$ cat config.mk
export PLATFORM = sky130hd
export DESIGN_NAME = smc_seq
export DESIGN_NICKNAME = d
export VERILOG_FILES = /design/src/rtl/smc_seq.sv
export SDC_FILE = /design/constraint.sdc
export NUM_CORES = 1
export LEC_CHECK = 0
export BUFFER_PORTS_ARGS = -buffer_cell sky130_fd_sc_hd__buf_4
export CAP_MARGIN = 20
export CORE_UTILIZATION = 50
export DETAILED_ROUTE_END_ITERATION = 8
export PLACE_DENSITY = 0.65
export SYNTH_ARGS = -nofsm -noshare
export SYNTH_HDL_FRONTEND = slang
export SYNTH_SLANG_ARGS = --single-unit
$ cat constraint.sdc
create_clock -name clk -period 39.3 [get_ports clk]
set_clock_uncertainty 0.15 [all_clocks]
set_input_delay 9.825 -clock clk [delete_from_list [all_inputs] [get_ports clk]]
set_output_delay 9.825 -clock clk [all_outputs]
set_load 0.02 [all_outputs]
$ cat src/rtl/smc_seq.sv
// smc_seq: collects six transistor samples, keeps them sorted and averages three
// Ports: clk, rst_n (async, active-low); in_valid, mode[1:0], W, V_GS, V_DS (sample in);
//        out_valid (one-cycle pulse), out_n[7:0] (result, 0 when out_valid=0)
module smc_seq (
  input  logic       clk,
  input  logic       rst_n,
  input  logic       in_valid,
  input  logic [1:0] mode,
  input  logic [2:0] W,
  input  logic [2:0] V_GS,
  input  logic [2:0] V_DS,
  output logic       out_valid,
  output logic [7:0] out_n
);
  typedef enum logic [1:0] {IDLE, COLLECT, OUT} state_t;
  state_t state, state_nx;
  logic armed, first, take, id_sel, triode;
  logic [2:0] cnt, vov;
  logic [1:0] mode_q;
  logic [6:0] arr [6];
  logic [6:0] base [6];
  logic [6:0] ins [6];
  logic [6:0] val, a, b, c;
  logic [9:0] id_p, gm_p, sum;
  logic [7:0] res;
  always_comb begin
    first = state == IDLE;
    // a new set may only start after in_valid has been seen low
    take = in_valid && (state == COLLECT || (first && armed));
    id_sel = first ? mode[0] : mode_q[0];
    vov = V_GS - 3'd1;
    triode = V_DS < vov;
    id_p = triode ? 10'(W) * 10'(V_DS) * (10'd2 * 10'(vov) - 10'(V_DS)) : 10'(W) * 10'(vov) * 10'(vov);
    gm_p = 10'd2 * 10'(W) * (triode ? 10'(V_DS) : 10'(vov));
    val = V_GS <= 3'd1 ? 7'd0 : 7'((id_sel ? id_p : gm_p) / 10'd3);
    // first sample inserts into an all-zero array, discarding any earlier set
    for (int i = 0; i < 6; i++) base[i] = first ? 7'd0 : arr[i];
    ins[0] = val > base[0] ? val : base[0];
    for (int i = 1; i < 6; i++) ins[i] = val > base[i-1] ? base[i-1] : val > base[i] ? val : base[i];
  end
  always_comb begin
    state_nx = state == IDLE ? (take ? COLLECT : IDLE) :
               state == COLLECT ? (!in_valid ? IDLE : cnt == 3'd5 ? OUT : COLLECT) : IDLE;
    a = mode_q[1] ? arr[0] : arr[3];
    b = mode_q[1] ? arr[1] : arr[4];
    c = mode_q[1] ? arr[2] : arr[5];
    sum = mode_q[0] ? 10'd3 * 10'(a) + 10'd4 * 10'(b) + 10'd5 * 10'(c) : 10'(a) + 10'(b) + 10'(c);
    res = 8'(mode_q[0] ? sum / 10'd12 : sum / 10'd3);
  end
  always_ff @(posedge clk or negedge rst_n)
    if (!rst_n) state <= IDLE;
    else state <= state_nx;
  always_ff @(posedge clk or negedge rst_n) begin
    if (!rst_n) begin
      armed <= 1'b0;
      cnt <= 3'd0;
      mode_q <= 2'd0;
      arr <= '{default: '0};
      out_valid <= 1'b0;
      out_n <= 8'd0;
    end else begin
      armed <= !in_valid;
      out_valid <= state == OUT;
      out_n <= state == OUT ? res : 8'd0;
      if (take) begin
        arr <= ins;
        cnt <= first ? 3'd1 : cnt == 3'd5 ? 3'd0 : cnt + 3'd1;
        if (first) mode_q <= mode;
      end
    end
  end
endmodule

# Yosys cells after proc, flatten, opt, wreduce, memory -nomap -nowiden
# Index checks and enable logic that the tools add are counted.
# Widths: inputs -> output; s select.
# totals
register_bits,59
input_bits,14
out_inout_bits,9
word_cells,81
# classes
n_addsub,7
n_mul,7
div,3
magnitude_cmp,8
n_eq_ne,3
mux,35
reduce_logical,6
# ops
operator,count
$mux 7,21
$gt 7x7->1,6
$mux 10,3
$div 10x2->10 const B,2
$mul 3x3->6,3
$mux 8,2
$add 10x10->10,1
$add 9x9->10,1
$div 10x4->10 const B,1
$mul 3x7->10 const A,1
$mul 7x5->10,1
$add 8x7->9,1
$mul 2x7->9 const A,1
$mul 6x3->9,1
$mux 3,3
$add 7x7->8,1
$mux 2,4
$sub 4x3->5,1
$add 3x1->3 const B,1
$eq 3x3->1 const B,1
$le 3x1->1 const B,1
$lt 3x3->1,1
$sub 3x1->3 const B,1
$eq 2x1->1 const B,1
7 further kinds,9

# Logic depth before layout (Yosys ltp)
# Gate-level depths: netlist (run 1).
# depth
word_depth,10
depth_mapped,81

# Worst setup path before layout (run 1)
# OpenSTA, ideal clock, no wires.
# synth_path
path_type,input to register
from,in W[0]
to,reg arr[0] (netlist bit)
setup_ns,0.121
t_arrival_ns,18.672
setup_slack_ns,20.357
path_stages,39
cell_sequence,clkbuf_1 > nand2_1 > fa_1 > inv_1 > ha_1 > fa_1 > xor2_1 > and2_1 > fa_1 > inv_1 > fa_1 > fa_1 > inv_1 > fa_1 > a21o_1 > a21oi_1 > o21bai_1 > a21oi_1 > (+3 left out) > a21oi_1 > o31ai_1 > and3_1 > clkbuf_1 > mux2_2 > a22oi_1 > ha_1 > o41ai_1 > a21o_1 > ha_1 > inv_1 > a21o_1 > a21oi_1 > o21ai_0 > o22ai_1 > clkbuf_1 > o211ai_1 > a22o_1
# synth_between
elab_chain_cells,9
elab_cells_between_ends,13
# synth_rtl
item,line,text
start: declaration,9,"input logic [2:0] W,"
$mul 3x3->6,33,id_p = triode ? 10'(W) * 10'(V_DS) * (10'd2 * 10'(vov) - 10'(V_DS)) : 10'(W) * 10'(vov) * 10'(vov);
$mul 7x5->10 or $mul 6x3->9 (tied branches),33,
$mux 10,33,
$mux 10 *,35,val = V_GS <= 3'd1 ? 7'd0 : 7'((id_sel ? id_p : gm_p) / 10'd3);
$div 10x2->10 *,35,
$mux 7 *,35,
$gt 7x7->1,39,for (int i = 1; i < 6; i++) ins[i] = val > base[i-1] ? base[i-1] : val > base[i] ? val : base[i];
$mux 7,39,
$mux 7 *,39,
end signal: assignment,66,arr <= ins;
end: declaration,20,logic [6:0] arr [6];
# Mark *: on every way between the ends. The rest lies on a longest branch, timed or not.
# A chain may end at the register's enable or synchronous reset.

# Final worst setup path (run 1)
# layout_path
from,reg mode_q[1]
to,reg out_n[0]
# layout_between
elab_chain_cells,8
elab_cells_between_ends,14
# layout_rtl
item,line,text
start: declaration,19,logic [1:0] mode_q;
start signal: assignment,68,if (first) mode_q <= mode;
$mux 7,44,a = mode_q[1] ? arr[0] : arr[3];
$mul 2x7->9,47,sum = mode_q[0] ? 10'd3 * 10'(a) + 10'd4 * 10'(b) + 10'd5 * 10'(c) : 10'(a) + 10'(b) + 10'(c);
$add 9x9->10,47,
$add 10x10->10,47,
$mux 10 *,47,
$div 10x2->10 or $div 10x4->10 (tied branches),48,res = 8'(mode_q[0] ? sum / 10'd12 : sum / 10'd3);
$mux 8 *,48,
$mux 8 *,64,out_n <= state == OUT ? res : 8'd0;
end signal: assignment,64,
end: declaration,13,output logic [7:0] out_n
# Marks and branches as above.

==> run summary, run 1 <==
Setup repair after global routing left no endpoint under its margin. Detailed placement finished with a half-perimeter wire length of 20200 um. The synthesized netlist cell count was 1339. For this block, the initial DRC count from the detailed router was 579. The number of storage elements in the synthesis netlist works out to 59.

The worst stage delay on the critical path is 0.64 ns, and the number of nets in the synthesized netlist is 1552. After clock tree synthesis, the clock-pin slew on the worst setup and hold paths is 0.05 ns. The insertion delay of the later-clocked pin in the worst-skew pair is 0.34 ns. The tree is rooted in a clkbuf_16.

The width of the die is 147 um, and the post-cts resize count is 0. The slack of the worst reg-to-reg path is 18.88 ns, and the detailed-route via count is 9351. The core region is 20400 um2. The count of nets left with antenna violations after detail routing was 0; the maximum count of clock buffers along a single path was 2.

The number of buffers inserted during clock tree synthesis is 9, and the number of setup buffers added after CTS is 0. The arrival time of the worst setup path is 20.47 ns. The number of global-route vias before repair was 8762. The number of vias per cell after detailed routing was 5.80; the full die area was 21500 um2. By area the synthesized netlist is led by ha_1 (18%), dfrtp_1 (14%), fa_1 (9.8%). Number of detailed-routing iterations run before antenna repair: 7. The clock drives 59 sinks. The first global-routing pass estimated 43700 um of wire.

For the pin with the worst max-slew slack, the measured transition is 1.07 ns. The portion of synthesized cell area occupied by the leading cell type came out at 17.7%. The initial antenna violation count is 0. For this design, the slowest cell found on the critical path is a2111oi_4. Cells with a size suffix above 1 make up 8.72% of the layout. At the worst endpoint, the required time is 39.35 ns. In this run the worst path has a maximum fanout of 21. The most area-hungry cell type in the Yosys netlist is ha_1. Setup violations remaining at the end of the flow were counted as 0. For this run, the leading register cell type out of synthesis is dfrtp_1.

The maximum number of pins on one net before global-route repair was 73; the layout overhead on the synthesized area was 7.00%. Final count of pins violating max slew: 0. Leading cell type by number of instances after synthesis: nand2_1.

In this run the critical register-to-register path is captured at out_n[0]. The kind of capture point of the worst setup path was a flip-flop. After detailed routing, the average wire length per cell comes to 16.1 um. After filler insertion, the fill cell instance count of the layout stands at 1954. 23 I/O pins were placed. In this run the number of H-tree levels came out at 3. The total overflow left after global routing is 0. The initial utilization of the core area, before any placement, comes to 51.4%. The run gives 0 as the diode insertion count for antenna repair.

The worst hold path begins at arr[39]. For the post-layout net count, the log shows 1549. The origin of the critical flop-to-flop path is mode_q[1]. The floorplan step set the die height to 147 um. The worst setup path is of the flip-flop to flip-flop kind. By count the netlist is led by nand2_1 (159), ha_1 (148), o21ai_0 (123).

The final hold violation count is 0. Dividing the final minimum period by the clock period gives 52.0%. The tools report the type of element launching the critical path as a flip-flop.

The critical path buffer and inverter count came out at 3. In this run the worst hold path is classified as flip-flop to flip-flop. The worst hold path terminates at arr[39].

The run gives 49.0 MHz as the fmax. The tool flagged a number of max-cap violations equal to 0. The netlist uses 92 different library cells. The remaining design rule violation count is 0, and the count of input and output buffers is 22. Summing every instance area after synthesis gives 10500 um2. The tools report the placement row count as 52. The fraction of registers with async set or reset after synthesis came out at 100%. By instance count, the cell type seen most on the critical path is ha_1.

TritonCTS built the clock tree. The run finished with clean final reports. The placer congestion estimate was 0.866; the count of flip-flops with a built-in enable after synthesis was 0.

For the final routed wirelength across all metal layers, the log shows 25900 um. During synthesis, Yosys emitted a total of 0 warnings. The total routing resource utilization after global routing was 24.9%; the time the final worst path needs with I/O delays and setup was 20.42 ns.

The number of instances on the worst hold path came out at 2. The mean area per synthesized cell came out at 7.82 um2. Sequential elements use 14.1% of the synthesized area.

The kind of cell adding the most delay to the critical path is compound AO/OA/AOI/OAI gates. The number of buffers inserted by hold repair at cts was 0; the number of cells traversed by the worst register-to-register path was 76. In this run the tightest slew margin relative to its limit is 28.5%. In the final timing run, aggregate negative setup slack is 0 ns.
sequential cells by signal (all words and copies together) (netlist names):
| name | cells |
|---|---|
| armed | 1 |
| arr | 42 |
| cnt | 3 |
| mode_q | 2 |
| out_n | 8 |
| out_valid | 1 |
| state | 2 |
worst register-to-register path: cells and delay by family (launching register included):
family / cells / cell delay [ns]
AO/OA/AOI/OAI: 34 / 8.83
XOR/XNOR: 2 / 0.28
adder cells (fa/ha/maj): 13 / 4.70
buffers and inverters: 3 / 0.44
flip-flops: 1 / 0.35
multiplexers: 4 / 1.54
AND/OR/NAND/NOR: 20 / 3.96
cell type report:
class | instances | area, um2 | area share [%]
Multi-Input combinational cell | 1116 | 8400 | 75.0
Sequential cell | 59 | 1480 | 13.2
Clock buffer | 10 | 239 | 2.13
Inverter | 118 | 443 | 3.95
Tap cell | 270 | 338 | 3.02
Clock inverter | 6 | 63.8 | 0.570
Timing Repair Buffer | 32 | 240 | 2.14
worst max path at each step:
stage / end / slack [ns] / from / cells after the start
final: out_n[0] / 18.88 / mode_q[1] / 76
after global routing: out_n[0] / 17.46 / mode_q[1] / 76
after CTS: out_n[0] / 18.86 / mode_q[1] / 76
after detailed placement: arr[28] / 18.81 / V_GS[0] / 34
after global placement: arr[28] / 19.01 / V_GS[0] / 34
after floorplan: arr[0] / 20.36 / W[0] / 39
cell usage in the layout, fill, tap and decap left out, types with 4 or more instances in the layout:
master / netlist / final
inv_1: 116 / 116
and3_1: 5 / 5
o22ai_1: 9 / 5
a21oi_1: 77 / 77
o211ai_1: 7 / 7
ha_1: 148 / 148
mux2_2: 26 / 26
a211oi_1: 8 / 8
xor2_1: 6 / 6
a221oi_1: 6 / 6
a31oi_1: 8 / 8
nand4_1: 11 / 11
nand3_1: 56 / 56
nor2_1: 90 / 90
mux2i_1: 18 / 18
nand2_1: 159 / 159
buf_4: 2 / 32
o21ai_0: 123 / 123
dfrtp_1: 59 / 59
clkbuf_16: 0 / 9
o21bai_1: 7 / 7
nor4_1: 4 / 4
nor3_1: 32 / 32
o21a_1: 24 / 24
fa_1: 51 / 51
o211a_1: 6 / 6
or3_1: 5 / 5
a21o_1: 26 / 26
nand2b_1: 18 / 18
nor2b_1: 21 / 21
and2_1: 31 / 31
o21ai_1: 6 / 5
o22ai_2: 1 / 5
xnor2_1: 28 / 28
a22oi_1: 5 / 5
or2_2: 9 / 9
o31ai_1: 8 / 8
metrics by stage:
| step | hold slack [ns] | utilization (%) | setup WS (ns) | std cells | cell area [um2] |
|---|---|---|---|---|---|
| finish | 0.352 | 55.0 | 18.88 | 1611 | 11200 |
| global route | 0.389 | 55.0 | 17.46 | 1611 | 11200 |
| CTS | 0.352 | 55.0 | 18.86 | 1611 | 11200 |
| detailed placement | 0.341 | 53.5 | 18.81 | 1595 | 10900 |
| global placement | 0.332 | 53.5 | 19.01 | 1595 | 10900 |
| floorplan | 0.312 | - | 20.36 | 1339 | 10500 |
kinds of logic after synthesis:
logic type | synth area share, %
AO/OA/AOI/OAI | 23.3
buffers and inverters | 5.99
adder cells (fa/ha/maj) | 27.5
flip-flops | 14.1
XOR/XNOR | 2.84
AND/OR/NAND/NOR | 21.4
multiplexers | 4.80
per-layer routing:
metal  vias to the layer above  track usage, %  part of all wire, %  wire length [um]
li1                       4743               -                    -                 -
met1                      4417            34.8                   48             12400
met2                       174            41.8                   48             12400
met3                        17            2.42                  3.3               843
met4                         0            4.90                 0.93               241
met5                         -               0                    0                 0
Power of run 1 is left out: the tool's default activity adds up to more than one toggle a clock period on the data nets, which glitch-free logic cannot reach.
==> inputs of run 2 (changes only) <==
ABC_AREA = 1   (was unset)
PLACE_DENSITY = 0.68   (was 0.65)
clock period = 16.9 ns   (was 39.3 ns; I/O delays follow)
==> run 2 against run 1 <==
  * Worst setup slack got worse by 17 ns
  * Critical path depth increased by 25
  * Global-route usage down 0.80 points
  * Synthesized area decreased by 2.1%
  * Sequential share of layout area is 0.24 points higher
  * Clock-buffer cell count is 1 lower
  * Sequential cell count is the same
  * Critical path type unchanged
  * Synthesized cell count rose by 15%
==> run summary, run 2 <==
The flow ran to the end, and the final reports show no timing, DRC or antenna violations. The post-layout net count was 1761 (was 1549); the number of setup buffers added after CTS was 0 (unchanged). The most used flip-flop cell after synthesis is dfrtp_1 (unchanged).

Most instantiated cells after synthesis: nand2_1 (380), inv_1 (276), ha_1 (148) (was nand2_1 (159), ha_1 (148), o21ai_0 (123)). The kind of cell adding the most delay to the critical path was compound AO/OA/AOI/OAI gates (unchanged). The tools report the endpoint required time on the critical path as 16.95 ns (was 39.35 ns). The layout overhead on the synthesized area is 7.30% (was 7.00%). Ranking of synthesized cells by area: ha_1 (18%), dfrtp_1 (14%), nand2_1 (14%) (was ha_1 (18%), dfrtp_1 (14%), fa_1 (9.8%)). The worst-path cell with the longest stage delay is fa_1 (was a2111oi_4).

The fraction of registers with async set or reset after synthesis came out at 100% (unchanged). The run gives 59 (unchanged) as the number of sinks driven by the clock tree. The number of detailed-routing iterations run before antenna repair is 6 (was 7), and the post-route non-filler standard cell count is 1823 (was 1611).

Number of buffers inserted by hold repair at cts: 0 (unchanged). The cell repeated most along the worst path is inv_1 (was ha_1). The post-place setup slack was 0.686 ns (was 18.81 ns); the number of cells traversed by the worst register-to-register path was 101 (was 76). The critical path depth works out to 101 (was 76). Origin of the critical flop-to-flop path: mode_q[1] (unchanged). The height of the die is 145 um (was 147 um). The tools report the initial core utilization as 50.8% (was 51.4%). Leading cell type by number of instances after synthesis: nand2_1 (unchanged). The fraction of final layout cells with drive strength greater than 1 was 6.18% (was 8.72%).

The amount of wire on met3 after detailed routing was 1120 um (was 843 um). The class of the most critical setup path is flip-flop to flip-flop (unchanged). For the diode insertion count for antenna repair, the log shows 0 (unchanged). The post-synth design cell area was 10300 um2 (was 10500 um2); the slack of the worst reg-to-reg path was 1.65 ns (was 18.88 ns). Largest registers: arr (42), out_n (8), cnt (3) (unchanged). The slew at the pin closest to its max-slew limit was 0.994 ns (was 1.07 ns); the width of the die was 145 um (was 147 um). The maximum count of clock buffers along a single path was 2 (unchanged); the count of flip-flops with a built-in enable after synthesis was 0 (unchanged).

The time the final worst path needs with I/O delays and setup is 15.25 ns (was 20.42 ns), and the mean area per synthesized cell is 6.63 um2 (was 7.82 um2). The placement row count was 52 (unchanged); the detailed-route via count was 9632 (was 9351). The maximum number of pins on one net before global-route repair was 65 (was 73); the number of levels the H-tree was split into was 3 (unchanged).

The tools report the insertion delay of the later-clocked pin in the worst-skew pair as 0.34 ns (about the same). The number of top-level pins is 23 (unchanged). The run gives 0.912 (was 0.866) as the placer congestion estimate.

The global-route congestion overflow total is 0 (unchanged), and the DRC violation total after the first TritonRoute iteration is 743 (was 579). The final count of pins violating max slew was 0 (unchanged); the number of flip-flops in the largest register was 42 (unchanged). The tools report the type of element launching the critical path as a flip-flop (unchanged). The number of vias per cell after detailed routing is 5.28 (was 5.80). The tools report the master cell of the clock root buffer as clkbuf_16 (unchanged).

The tools report the capture point of the worst reg-to-reg path as out_n[0] (unchanged). The tools report the post-cts resize count as 0 (unchanged). Final hold violation count: 0 (unchanged). The tools report the launching element of the worst setup path as mode_q[1] (unchanged).

The number of storage elements in the synthesis netlist came out at 59 (unchanged). The fmax is 65.6 MHz (was 49.0 MHz), and the number of nets in the synthesized netlist is 1759 (was 1552). Max capacitance violation total: 0 (unchanged). The class of the most critical hold timing path was flip-flop to flip-flop (unchanged). The number of buffers inserted during clock tree synthesis is 9 (unchanged). The worst stage delay on the critical path is 0.52 ns (was 0.64 ns), and the count of nets left with antenna violations after detail routing is 0 (unchanged).

The critical path buffer and inverter count was 23 (was 3); the initial antenna violation count was 0 (unchanged). The top routing layer in use was met4 (unchanged). The count of input and output buffers was 22 (unchanged); the wire length of the first global-routing pass was 42400 um (was 43700 um). The total half-perimeter wirelength after legalization and detailed placement was 19400 um (was 20200 um).

The proportion of synthesized chip area in sequential cells was 14.4% (was 14.1%). The number of distinct standard cells referenced by the synthesized netlist is 50 (was 92), and the total routing resource utilization after global routing is 24.1% (was 24.9%). The Yosys warning count is 0 (unchanged), and the count of final setup violators is 0 (unchanged). The number of placed instances with taps included was 1805 (was 1595). Top library cells by usage in the layout, fill and taps aside: nand2_1 (380), inv_1 (276), ha_1 (148), nor2_1 (142), nand3_1 (80) (was nand2_1 (159), ha_1 (148), o21ai_0 (123), inv_1 (116), nor2_1 (90)). The register with the highest flop count is arr (unchanged).

The core area is 20200 um2 (was 20400 um2). The timing endpoint of the critical path was out_n[0] (unchanged). Post-route fraction of the period consumed by the critical path: 90.2% (was 52.0%). The logs give 33.6% (was 28.5%) for the tightest slew margin relative to the limit and 11200 um (was 12400 um) for the routed length on met2. The kind of capture point of the worst setup path is a flip-flop (unchanged). The top fanout value on the critical path is 41 (was 21), and the wire length per cell after detailed routing is 13.4 um (was 16.1 um). Portion of synthesized cell area occupied by the leading cell type: 18.1% (was 17.7%). The full die area was 21100 um2 (was 21500 um2). The logs give 1546 (was 1339) for the synthesized netlist cell count and 11800 um (was 12400 um) for the routed metal-1 wire length. The most common cell after layout, fill and taps aside is nand2_1 (unchanged). The clock slew at the register clock pins of the worst setup and hold paths came out at 0.06 ns (was 0.05 ns). The most area-hungry cell type in the Yosys netlist was ha_1 (unchanged). The arrival time of the worst setup path is 15.30 ns (was 20.47 ns). TritonCTS built the clock tree. The number of global-route vias before repair is 9303 (was 8762), and the setup slack of the critical path after layout is 1.65 ns (was 18.88 ns). The remaining design rule violation count came out at 0 (unchanged).

The run gives 24400 um (was 25900 um) as the final routed wirelength across all metal layers.
## run 2: stage by stage
step,hold slack [ns],utilization (%),TNS (ns),cell area (um2)
2_1_floorplan,0.299,-,0,10300
3_3_place_gp,0.317,52.7,0,10600
3_5_place_dp,0.317,52.7,0,10600
4_1_cts,0.332,54.2,0,10900
5_1_grt,0.367,54.5,-0.0173,11000
6_report,0.325,54.5,0,11000
## run 2: worst min-delay path by stage
stage | from | endpoint | depth (start not counted)
after floorplan | arr[21] | arr[21] | 2
after global placement | arr[21] | arr[21] | 2
after detailed placement | arr[21] | arr[21] | 2
after CTS | arr[21] | arr[21] | 2
after global routing | cnt[1] | state[1] | 1
final | arr[21] | arr[21] | 2
## run 2: cells by family (layout without fill, tap and decap cells)
family | count (synthesis) | count (layout) | share of synthesized area (%)
AO/OA/AOI/OAI | 268 | 268 | 15.1
XOR/XNOR | 35 | 35 | 3.14
adder cells (fa/ha/maj) | 199 | 199 | 28.0
buffers and inverters | 325 | 332 | 12.1
flip-flops | 59 | 59 | 14.4
multiplexers | 1 | 1 | 0.110
AND/OR/NAND/NOR | 659 | 659 | 27.1
## run 2: layout make-up
cell class,count,area [um2]
fillers,2019,9170
flip-flops and latches,59,1480
clock inverters,7,76.3
clock buffers,9,225
multi-input cells,1162,7570
repair buffers,27,230
well taps,270,338
inverters,289,1090
## run 2: metal layers
metal | vias to the layer above | global-route usage (%)
li1 | 4974 | -
met1 | 4412 | 33.1
met2 | 218 | 39.9
met3 | 28 | 2.83
met4 | 0 | 6.53
met5 | - | 0
## run 2: worst register-to-register path: cells and delay by family (launching register included)
family | cells | cell delay [ns]
AND/OR/NAND/NOR | 37 | 3.57
AO/OA/AOI/OAI | 28 | 4.58
flip-flops | 1 | 0.43
buffers and inverters | 23 | 1.94
adder cells (fa/ha/maj) | 13 | 4.46
Power of run 2 is left out for the same reason.
